--- src/rtl/dem_lane_sched_pkg.sv ---
// Shared types and lane-search helpers for the dem_lane_sched lane scheduler.
// The helpers honour the lane mask that DEM_SCHED_SKIP_EN enables.
package dem_lane_sched_pkg;

  localparam int LANES  = 8;
  localparam int LANE_W = 3;

  typedef enum logic [1:0] {
    ST_IDLE  = 2'd0,
    ST_ISSUE = 2'd1,
    ST_DONE  = 2'd2
  } state_t;

  // {found, index} of the lowest enabled lane
  function automatic logic [LANE_W:0] first_lane(input logic [LANES-1:0] mask);
    first_lane = {1'b0, 3'd0};
    for (int i = LANES - 1; i >= 0; i--) begin
      if (mask[i]) first_lane = {1'b1, LANE_W'(i)};
    end
  endfunction

  // {found, index} of the lowest enabled lane strictly above cur
  function automatic logic [LANE_W:0] next_lane(input logic [LANES-1:0] mask,
                                                input logic [LANE_W-1:0] cur);
    next_lane = {1'b0, 3'd0};
    for (int i = LANES - 1; i >= 0; i--) begin
      if (mask[i] && (LANE_W'(i) > cur)) next_lane = {1'b1, LANE_W'(i)};
    end
  endfunction

endpackage

--- src/rtl/dem_lane_sched_dem1_8.sv ---
// dem1_8: 1-to-8 demultiplexer routing Din to output SD8; all other outputs low.
module dem1_8 (
  input  logic       Din,
  input  logic [2:0] SD8,
  output logic [7:0] Dout
);

  // route the single input bit to the selected output
  always_comb begin
    Dout      = 8'h00;
    Dout[SD8] = Din;
  end

endmodule

--- src/rtl/dem_lane_sched.sv ---
// dem_lane_sched: writes an accepted 8-lane block one lane per cycle to ready destinations.
// Optional macro DEM_SCHED_SKIP_EN: skip lanes cleared in in_mask at zero cycle cost.
module dem_lane_sched
  import dem_lane_sched_pkg::*;
#(
  parameter int DATA_W      = 8,
  parameter int TIMEOUT_CYC = 15
) (
  input  logic                    clk,
  input  logic                    rst_n,
  input  logic                    in_valid,
  output logic                    in_ready,
  input  logic [LANES*DATA_W-1:0] in_data,
  input  logic [LANES-1:0]        in_mask,
  input  logic [LANES-1:0]        lane_ready,
  output logic [LANES-1:0]        lane_we,
  output logic [DATA_W-1:0]       lane_data,
  output logic [LANE_W-1:0]       lane_sel,
  output logic                    busy,
  output logic                    done,
  output logic                    err
);

  localparam int STALL_W = (TIMEOUT_CYC > 0) ? $clog2(TIMEOUT_CYC + 1) : 1;

  state_t                  state_r, state_s;
  logic [LANES*DATA_W-1:0] data_r;
  logic [LANES-1:0]        mask_r, mask_in_s;
  logic [LANE_W-1:0]       sel_r;
  logic [STALL_W-1:0]      stall_r;
  logic [LANE_W:0]         first_s, next_s;
  logic                    accept_s, timeout_s, issue_s, write_s, last_s;

`ifdef DEM_SCHED_SKIP_EN
  assign mask_in_s = in_mask;
`else
  assign mask_in_s = in_mask | {LANES{1'b1}};
`endif

  assign accept_s  = in_valid && (state_r == ST_IDLE);
  assign first_s   = first_lane(mask_in_s);
  assign next_s    = next_lane(mask_r, sel_r);
  assign last_s    = !next_s[LANE_W];
  assign timeout_s = (TIMEOUT_CYC != 0) && (stall_r == STALL_W'(TIMEOUT_CYC));
  assign issue_s   = (state_r == ST_ISSUE) && !timeout_s;
  assign write_s   = issue_s && lane_ready[sel_r];

  assign lane_sel  = sel_r;
  assign lane_data = (state_r == ST_ISSUE) ? data_r[sel_r*DATA_W +: DATA_W] : {DATA_W{1'b0}};

  dem1_8 u_demux (
    .Din  (write_s),
    .SD8  (sel_r),
    .Dout (lane_we)
  );

  // state register
  always_ff @(posedge clk or negedge rst_n) begin
    if (!rst_n) state_r <= ST_IDLE;
    else        state_r <= state_s;
  end

  // next-state and status outputs
  always_comb begin
    state_s  = state_r;
    in_ready = 1'b0;
    busy     = 1'b1;
    done     = 1'b0;
    err      = 1'b0;
    case (state_r)
      ST_IDLE: begin
        in_ready = 1'b1;
        busy     = 1'b0;
        if (accept_s) state_s = first_s[LANE_W] ? ST_ISSUE : ST_DONE;
        else          state_s = ST_IDLE;
      end
      ST_ISSUE: begin
        if (timeout_s) begin
          err     = 1'b1;
          state_s = ST_IDLE;
        end else if (write_s && last_s) begin
          state_s = ST_DONE;
        end else begin
          state_s = ST_ISSUE;
        end
      end
      ST_DONE: begin
        done    = 1'b1;
        state_s = ST_IDLE;
      end
      default: begin
        busy    = 1'b0;
        state_s = ST_IDLE;
      end
    endcase
  end

  // block capture, lane pointer and stall counter; pointer parks at 0 between blocks
  always_ff @(posedge clk or negedge rst_n) begin
    if (!rst_n) begin
      data_r  <= {(LANES*DATA_W){1'b0}};
      mask_r  <= {LANES{1'b0}};
      sel_r   <= {LANE_W{1'b0}};
      stall_r <= {STALL_W{1'b0}};
    end else begin
      case (state_r)
        ST_IDLE: begin
          if (accept_s) begin
            data_r  <= in_data;
            mask_r  <= mask_in_s;
            sel_r   <= first_s[LANE_W-1:0];
            stall_r <= {STALL_W{1'b0}};
          end
        end
        ST_ISSUE: begin
          if (timeout_s) begin
            sel_r   <= {LANE_W{1'b0}};
            stall_r <= {STALL_W{1'b0}};
          end else if (write_s) begin
            sel_r   <= last_s ? {LANE_W{1'b0}} : next_s[LANE_W-1:0];
            stall_r <= {STALL_W{1'b0}};
          end else begin
            stall_r <= stall_r + STALL_W'(1);
          end
        end
        default: begin
          sel_r   <= {LANE_W{1'b0}};
          stall_r <= {STALL_W{1'b0}};
        end
      endcase
    end
  end

endmodule

--- config.mk ---
export PLATFORM = sky130hd
export DESIGN_NAME = dem_lane_sched
export DESIGN_NICKNAME = d
export VERILOG_FILES = /design/src/rtl/dem_lane_sched_pkg.sv /design/src/rtl/dem_lane_sched_dem1_8.sv /design/src/rtl/dem_lane_sched.sv
export SDC_FILE = /design/constraint.sdc
export NUM_CORES = 1
export LEC_CHECK = 0
export ABC_CLOCK_PERIOD_IN_PS = 1700
export CAP_MARGIN = 20
export CORE_ASPECT_RATIO = 0.5
export CORE_MARGIN = 2
export CORE_UTILIZATION = 39
export CTS_CLUSTER_DIAMETER = 60
export DETAILED_ROUTE_END_ITERATION = 10
export HOLD_SLACK_MARGIN = 0.1
export PLACE_DENSITY_LB_ADDON = 0.05
export SYNTH_ARGS = -nofsm -noshare
export SYNTH_HDL_FRONTEND = slang
export SYNTH_SLANG_ARGS = --single-unit
--- constraint.sdc ---
create_clock -name clk -period 1.7 [get_ports clk]
set_input_delay 0.34 -clock clk [delete_from_list [all_inputs] [get_ports clk]]
set_output_delay 0.34 -clock clk [all_outputs]
set_load 0.02 [all_outputs]
Yosys cells after proc, flatten, opt, wreduce, memory -nomap -nowiden
Cells that the tools add are included.
{ "totals": {"regBits": 74, "input_bits": 83, "word_cells": 73, "output_inout_bits": 23} }
{ "op_classes": {"n_addsub": 1, "shifts": 1, "mux": 31, "magnitude_cmp": 10, "n_reduce_logical": 19, "eq_ne": 5, "n_bitwise": 1} }
{ "ops": {"columns": ["cell", "n"], "rows": [
  ["64-bit by 7-bit variable part select with 8-bit output", 1],
  ["4-bit 2-to-1 mux", 11],
  ["1-bit logical AND", 13],
  ["3-bit greater-than comparator, first input constant", 4],
  ["3-bit 2-to-1 mux", 4],
  ["8-bit AND", 1],
  ["1-bit 2-to-1 mux", 8],
  ["8-bit 2-to-1 mux", 1],
  ["4-bit one-hot mux with 2 select lines", 1],
  ["1-bit by 3-bit greater-than comparator with 1-bit output, first input constant", 2],
  ["2-bit by 3-bit greater-than comparator with 1-bit output, first input constant", 2],
  ["3-bit one-hot mux with 2 select lines", 1],
  ["4-bit by 1-bit adder with 4-bit output, second input constant", 1],
  ["4-bit equality test, second input constant", 1],
  ["3-bit by 4-bit < comparator with 1-bit output, second input constant", 1],
  ["2-bit 2-to-1 mux", 2],
  ["2-bit one-hot mux with 2 select lines", 1],
  ["2-bit AND reduction", 2],
  ["1-bit binary-select mux with 3-bit select", 1],
  ["1-bit demux with 3-bit select", 1],
  ["3-bit by 1-bit greater-or-equal comparator with 1-bit output, second input constant", 1],
  ["3-bit by 2-bit != test with 1-bit output, second input constant", 1],
  ["2-bit by 1-bit equality test with 1-bit output, second input constant", 1],
  ["2-bit equality test, second input constant", 1],
  ["4 further kinds", 5]
]} }

Longest topological paths before layout
{ "depth": {"word_depth": 15, "ltp_mapped": 7} }

By module
A second synthesis with hierarchy kept.
{ "unflattened": {"cells_unflattened": 256, "hier_area_um2": 3632.2} }
{ "by_module_without_submodules": {"columns": ["mod", "n_inst", "cells_each", "seq_area_each_um2", "area_per_inst_um2"], "rows": [
  ["dem_lane_sched", 1, 248, 1851.8, 3535.9],
  ["dem1_8", 1, 8, 0.0, 96.3]
]} }

Least setup slack after synthesis
Ideal clock, no wire load.
{ "synth_timing": {"path_kind": "register -> output", "from": "register sel_r[0], in the netlist lane_sel[0]", "to": "output port lane_we[0]", "t_required_ps": 1360, "n_path_buf": 1, "slack_ps": -752, "stages_incl_launch_ff": 6, "arrival_time_ps": 2112, "path_cell_list": "dfrtp_1 > buf_2 > mux4_2 > nand2_1 > nand2_4 > nor4_1"} }
{ "synth_via": {"elab_chain_cells": 5, "word_cells_on_any_way": 9, "classes_between": "order compare (2); mux (4); bitwise (1); reduce/logical (2)"} }
{ "synth_lines": {"columns": ["element", "line", "source"], "rows": [
  ["from (decl)", "dem_lane_sched.sv:29", "logic [LANE_W-1:0] sel_r;"],
  ["from (signal assigned)", "dem_lane_sched.sv:103", "sel_r <= {LANE_W{1'b0}};"],
  ["from (signal assigned)", "dem_lane_sched.sv:111", "sel_r <= first_s[LANE_W-1:0];"],
  ["from (signal assigned)", "dem_lane_sched.sv:117", "sel_r <= {LANE_W{1'b0}};"],
  ["3-bit by 4-bit < comparator with 1-bit output (not written as such) or 3-bit by 1-bit greater-or-equal comparator with 1-bit output (tied branches)", "dem_lane_sched_dem1_8.sv:11", "Dout[SD8] = Din;"],
  ["1-bit logical AND (not written as such)", "dem_lane_sched_dem1_8.sv:11", null],
  ["1-bit 2-to-1 mux (not written as such)", "dem_lane_sched_dem1_8.sv:11", null],
  ["1-bit demux with 3-bit select", null, null],
  ["8-bit AND (no source line) *", null, null],
  ["to (decl)", "dem_lane_sched.sv:16", "output logic [LANES-1:0] lane_we,"]
]} }
Every way passes the cells marked *; elsewhere a longest branch is shown, timed or not. The select of a mux whose other input is x is not followed.

Final worst setup path
{ "layout_timing": {"from": "register sel_r[1], in the netlist lane_sel[1]", "to": "output port lane_we[6]"} }
Same word-level chain as after synthesis.

==> impl_metrics.json <==
{
  "die_area_mm2": 0.00998,
  "finish.utilization_pct": 65.7,
  "first_pass_iters": 4,
  "antennaDiodeCount": 0,
  "leakage_nw": 2.53,
  "final_common_cell": "clkdlybuf4s50_1",
  "critPathCaptureType": "output pin",
  "startpoint": "lane_sel[1]",
  "p_sw_share_pct": 33.3,
  "initial_utilization_pct": 40.6,
  "antenna_found_initial": 0,
  "pwr-share-clk_pct": 20.2,
  "rr_worst_depth": 7,
  "startpoint_type": "register",
  "clock-root-buffer": "clkbuf_16",
  "dpl.hpwl_um": 6260,
  "fmaxAchievable_mhz": 416,
  "drc": 0,
  "seq_area_mm2": 0.00185,
  "fillers": 653,
  "power_frac_seq_pct": 27.2,
  "drt-initial-drc-count": 109,
  "synth_cell_types": 33,
  "status": "finished, violations left",
  "drt_wl_total_um": 9250,
  "crit_type": "reg2out",
  "track_usage_pct": 20.2,
  "r2r_setup_slack_ps": -230,
  "core_area_mm2": 0.00880,
  "critPathCapture": "lane_we[6]",
  "wl_per_cell_um": 17.8,
  "netSwitchingPower_mw": 3.82,
  "max_slew_margin_pct": 79.2,
  "cts_tree": "yes",
  "fp.dieH_um": 71.6,
  "maxCapViolations": 0,
  "multiInputGateArea_mm2": 0.00184,
  "path_clk_slew_ps": 60,
  "cts_buffers": 9,
  "grt_pass1_wl_um": 15300,
  "io_buffers": 97,
  "grt_pass1_vias": 2900,
  "vias": 2627,
  "grt_overflow": 0,
  "vdd_ir_drop_max_uv": 989,
  "fin_skew_ps": 2.73,
  "synth_fp_nets": 337,
  "ant_nets": 0,
  "crit_fanout": 6,
  "vias_per_cell": 5.04,
  "fin_crit_ps": 2400,
  "worstPathArrival_ps": 2060,
  "final-setup-viol-count": 40,
  "hold_viol_final": 0,
  "layout-drive-gt1-share_pct": 49.3,
  "die_w_um": 139,
  "period_share_pct": 141,
  "tightest_slew_ps": 313,
  "layout_common_cells": "clkdlybuf4s50_1 (73), dfrtp_1 (72), mux2_2 (56)",
  "area_delta_synth_final_pct": 62.1,
  "cts.sinks": 74,
  "insertion_delay_ps": 340,
  "combPwrFrac_pct": 52.6,
  "cts_max_path_buffers": 2,
  "r2r_start": "lane_sel[1]",
  "finalSetupTns_ps": -11210,
  "power.density_mw_per_mm2": 1980,
  "grt_max_degree": 45,
  "p_int_mw": 7.65,
  "ios": 106,
  "timing.rr.end": "lane_sel[1]",
  "synthCells": 250,
  "slew_violations": 0,
  "ys_seq_area_share_pct": 51.9,
  "finalWeightedCongestion": 0.746,
  "violations": "setup timing",
  "htree_num_levels": 3,
  "fin_nets": 486,
  "ys_ff_latch": 74,
  "yosysWarningCount": 0,
  "syn_avg_cell_area_um2": 14.3,
  "rsz0062_at_grt": "true",
  "hp-class": "in2async",
  "fin_ws_ps": -705,
  "required_ps": 1360,
  "num_rows": 24,
  "syn-cell-area_mm2": 0.00357
}
## metrics by stage
stage	instance area (µm²)	total power, mW	setup slack (ps)	hold WS, ps	instances
finish	5780	11.5	-705	417	521
CTS	5610	11.1	-726	419	514
detailed placement	5030	8.41	-1160	237	485
global placement	5030	8.25	-1090	229	485
floorplan	3720	6.49	-416	44.4	250
global route	5780	12.2	-795	451	521
## worst max-delay path, stage by stage (launching register included)
cell and delay, ps:
dfrtp_2 440, mux2i_1 140, mux4_2 510, nand2_4 130, nand2_8 80, nor4b_4 230, buf_4 180
## what timing repair did
action	in CTS	in global routing
gates cloned	3	0
hold buffers	1	0
resized for setup	122	33
endpoints found under the hold margin	17	0
buffers inserted	10	7
pin swaps	2	11
setup endpoints to repair	75	42
## metal layers
layer / part of all wire, % / up-vias / track usage [%] / wire length [µm]
met5: 0 / - / 0 / 0
met4: 0.96 / 0 / 6.06 / 89
met3: 4.6 / 11 / 5.88 / 430
met2: 48 / 60 / 32.2 / 4480
met1: 46 / 1339 / 27.1 / 4260
li1: - / 1217 / - / -
## final cells by class
| cell class | count | share of cell area [%] |
|---|---|---|
| Clock buffer | 9 | 3.89 |
| Timing Repair Buffer | 153 | 26.9 |
| Sequential cell | 74 | 32.1 |
| Inverter | 5 | 0.389 |
| Clock inverter | 7 | 2.44 |
| Multi-Input combinational cell | 156 | 31.8 |
| Tap cell | 117 | 2.53 |
## synthesized netlist by cell type
| cell | n | share of area [%] |
|---|---|---|
| a21o_1 | 3 | 0.63 |
| a21oi_1 | 3 | 0.42 |
| a22o_1 | 3 | 0.74 |
| a31oi_2 | 1 | 0.35 |
| and3_1 | 1 | 0.18 |
| and4_1 | 1 | 0.25 |
| buf_1 | 1 | 0.11 |
| buf_2 | 7 | 0.98 |
| buf_6 | 1 | 0.32 |
| clkbuf_1 | 7 | 0.74 |
| clkinv_1 | 1 | 0.11 |
| dfrtp_1 | 74 | 52 |
| ha_1 | 4 | 1.4 |
| inv_1 | 4 | 0.42 |
| mux2_2 | 64 | 20 |
| mux2i_1 | 10 | 2.8 |
| mux4_2 | 17 | 11 |
| nand2_1 | 9 | 0.95 |
| nand2_4 | 1 | 0.32 |
| nand2b_1 | 5 | 0.88 |
| nand3_1 | 1 | 0.14 |
| nand3_2 | 1 | 0.28 |
| nand3b_1 | 1 | 0.21 |
| nand4b_1 | 1 | 0.25 |
| nor2_1 | 10 | 1.1 |
| nor2b_1 | 1 | 0.18 |
| nor3_1 | 6 | 0.84 |
| nor3b_1 | 1 | 0.21 |
| nor4_1 | 3 | 0.53 |
| nor4b_2 | 2 | 0.84 |
| o211ai_1 | 3 | 0.63 |
| o21ai_0 | 2 | 0.28 |
| or3_1 | 1 | 0.18 |
## logic make-up after synthesis
group / count (synthesis) / synth area share (%)
flip-flops: 74 / 51.9
multiplexers: 91 / 33.7
AND/OR/NAND/NOR: 45 / 7.26
buffers and inverters: 21 / 2.66
AO/OA/AOI/OAI: 15 / 3.05
adder cells (fa/ha/maj): 4 / 1.40
## power groups by stage
stage / clock, mW / combinational, mW / sequential, mW
after floorplan: 0 / 3.51 / 2.98
after global placement: 0 / 5.20 / 3.05
after detailed placement: 0 / 5.31 / 3.10
after CTS: 2.38 / 5.63 / 3.10
after global routing: 2.45 / 6.47 / 3.24
final: 2.32 / 6.03 / 3.12
## worst min path at each step
stage	slack [ps]	depth (start not counted)	to	startpoint
final	420	2	data_r[44]	rst_n
after detailed placement	240	1	data_r[44]	rst_n
after floorplan	40	0	data_r[0]	rst_n
after global routing	450	2	data_r[37]	rst_n
after global placement	230	1	data_r[36]	rst_n
after CTS	420	2	data_r[44]	rst_n
## sequential cells by signal, indices dropped and copies added (netlist names)
signal	cells
mask_r	1
lane_sel	3
stall_r	4
data_r	64
state_r	2
No activity file was read; power rests on OpenSTA's default activity.
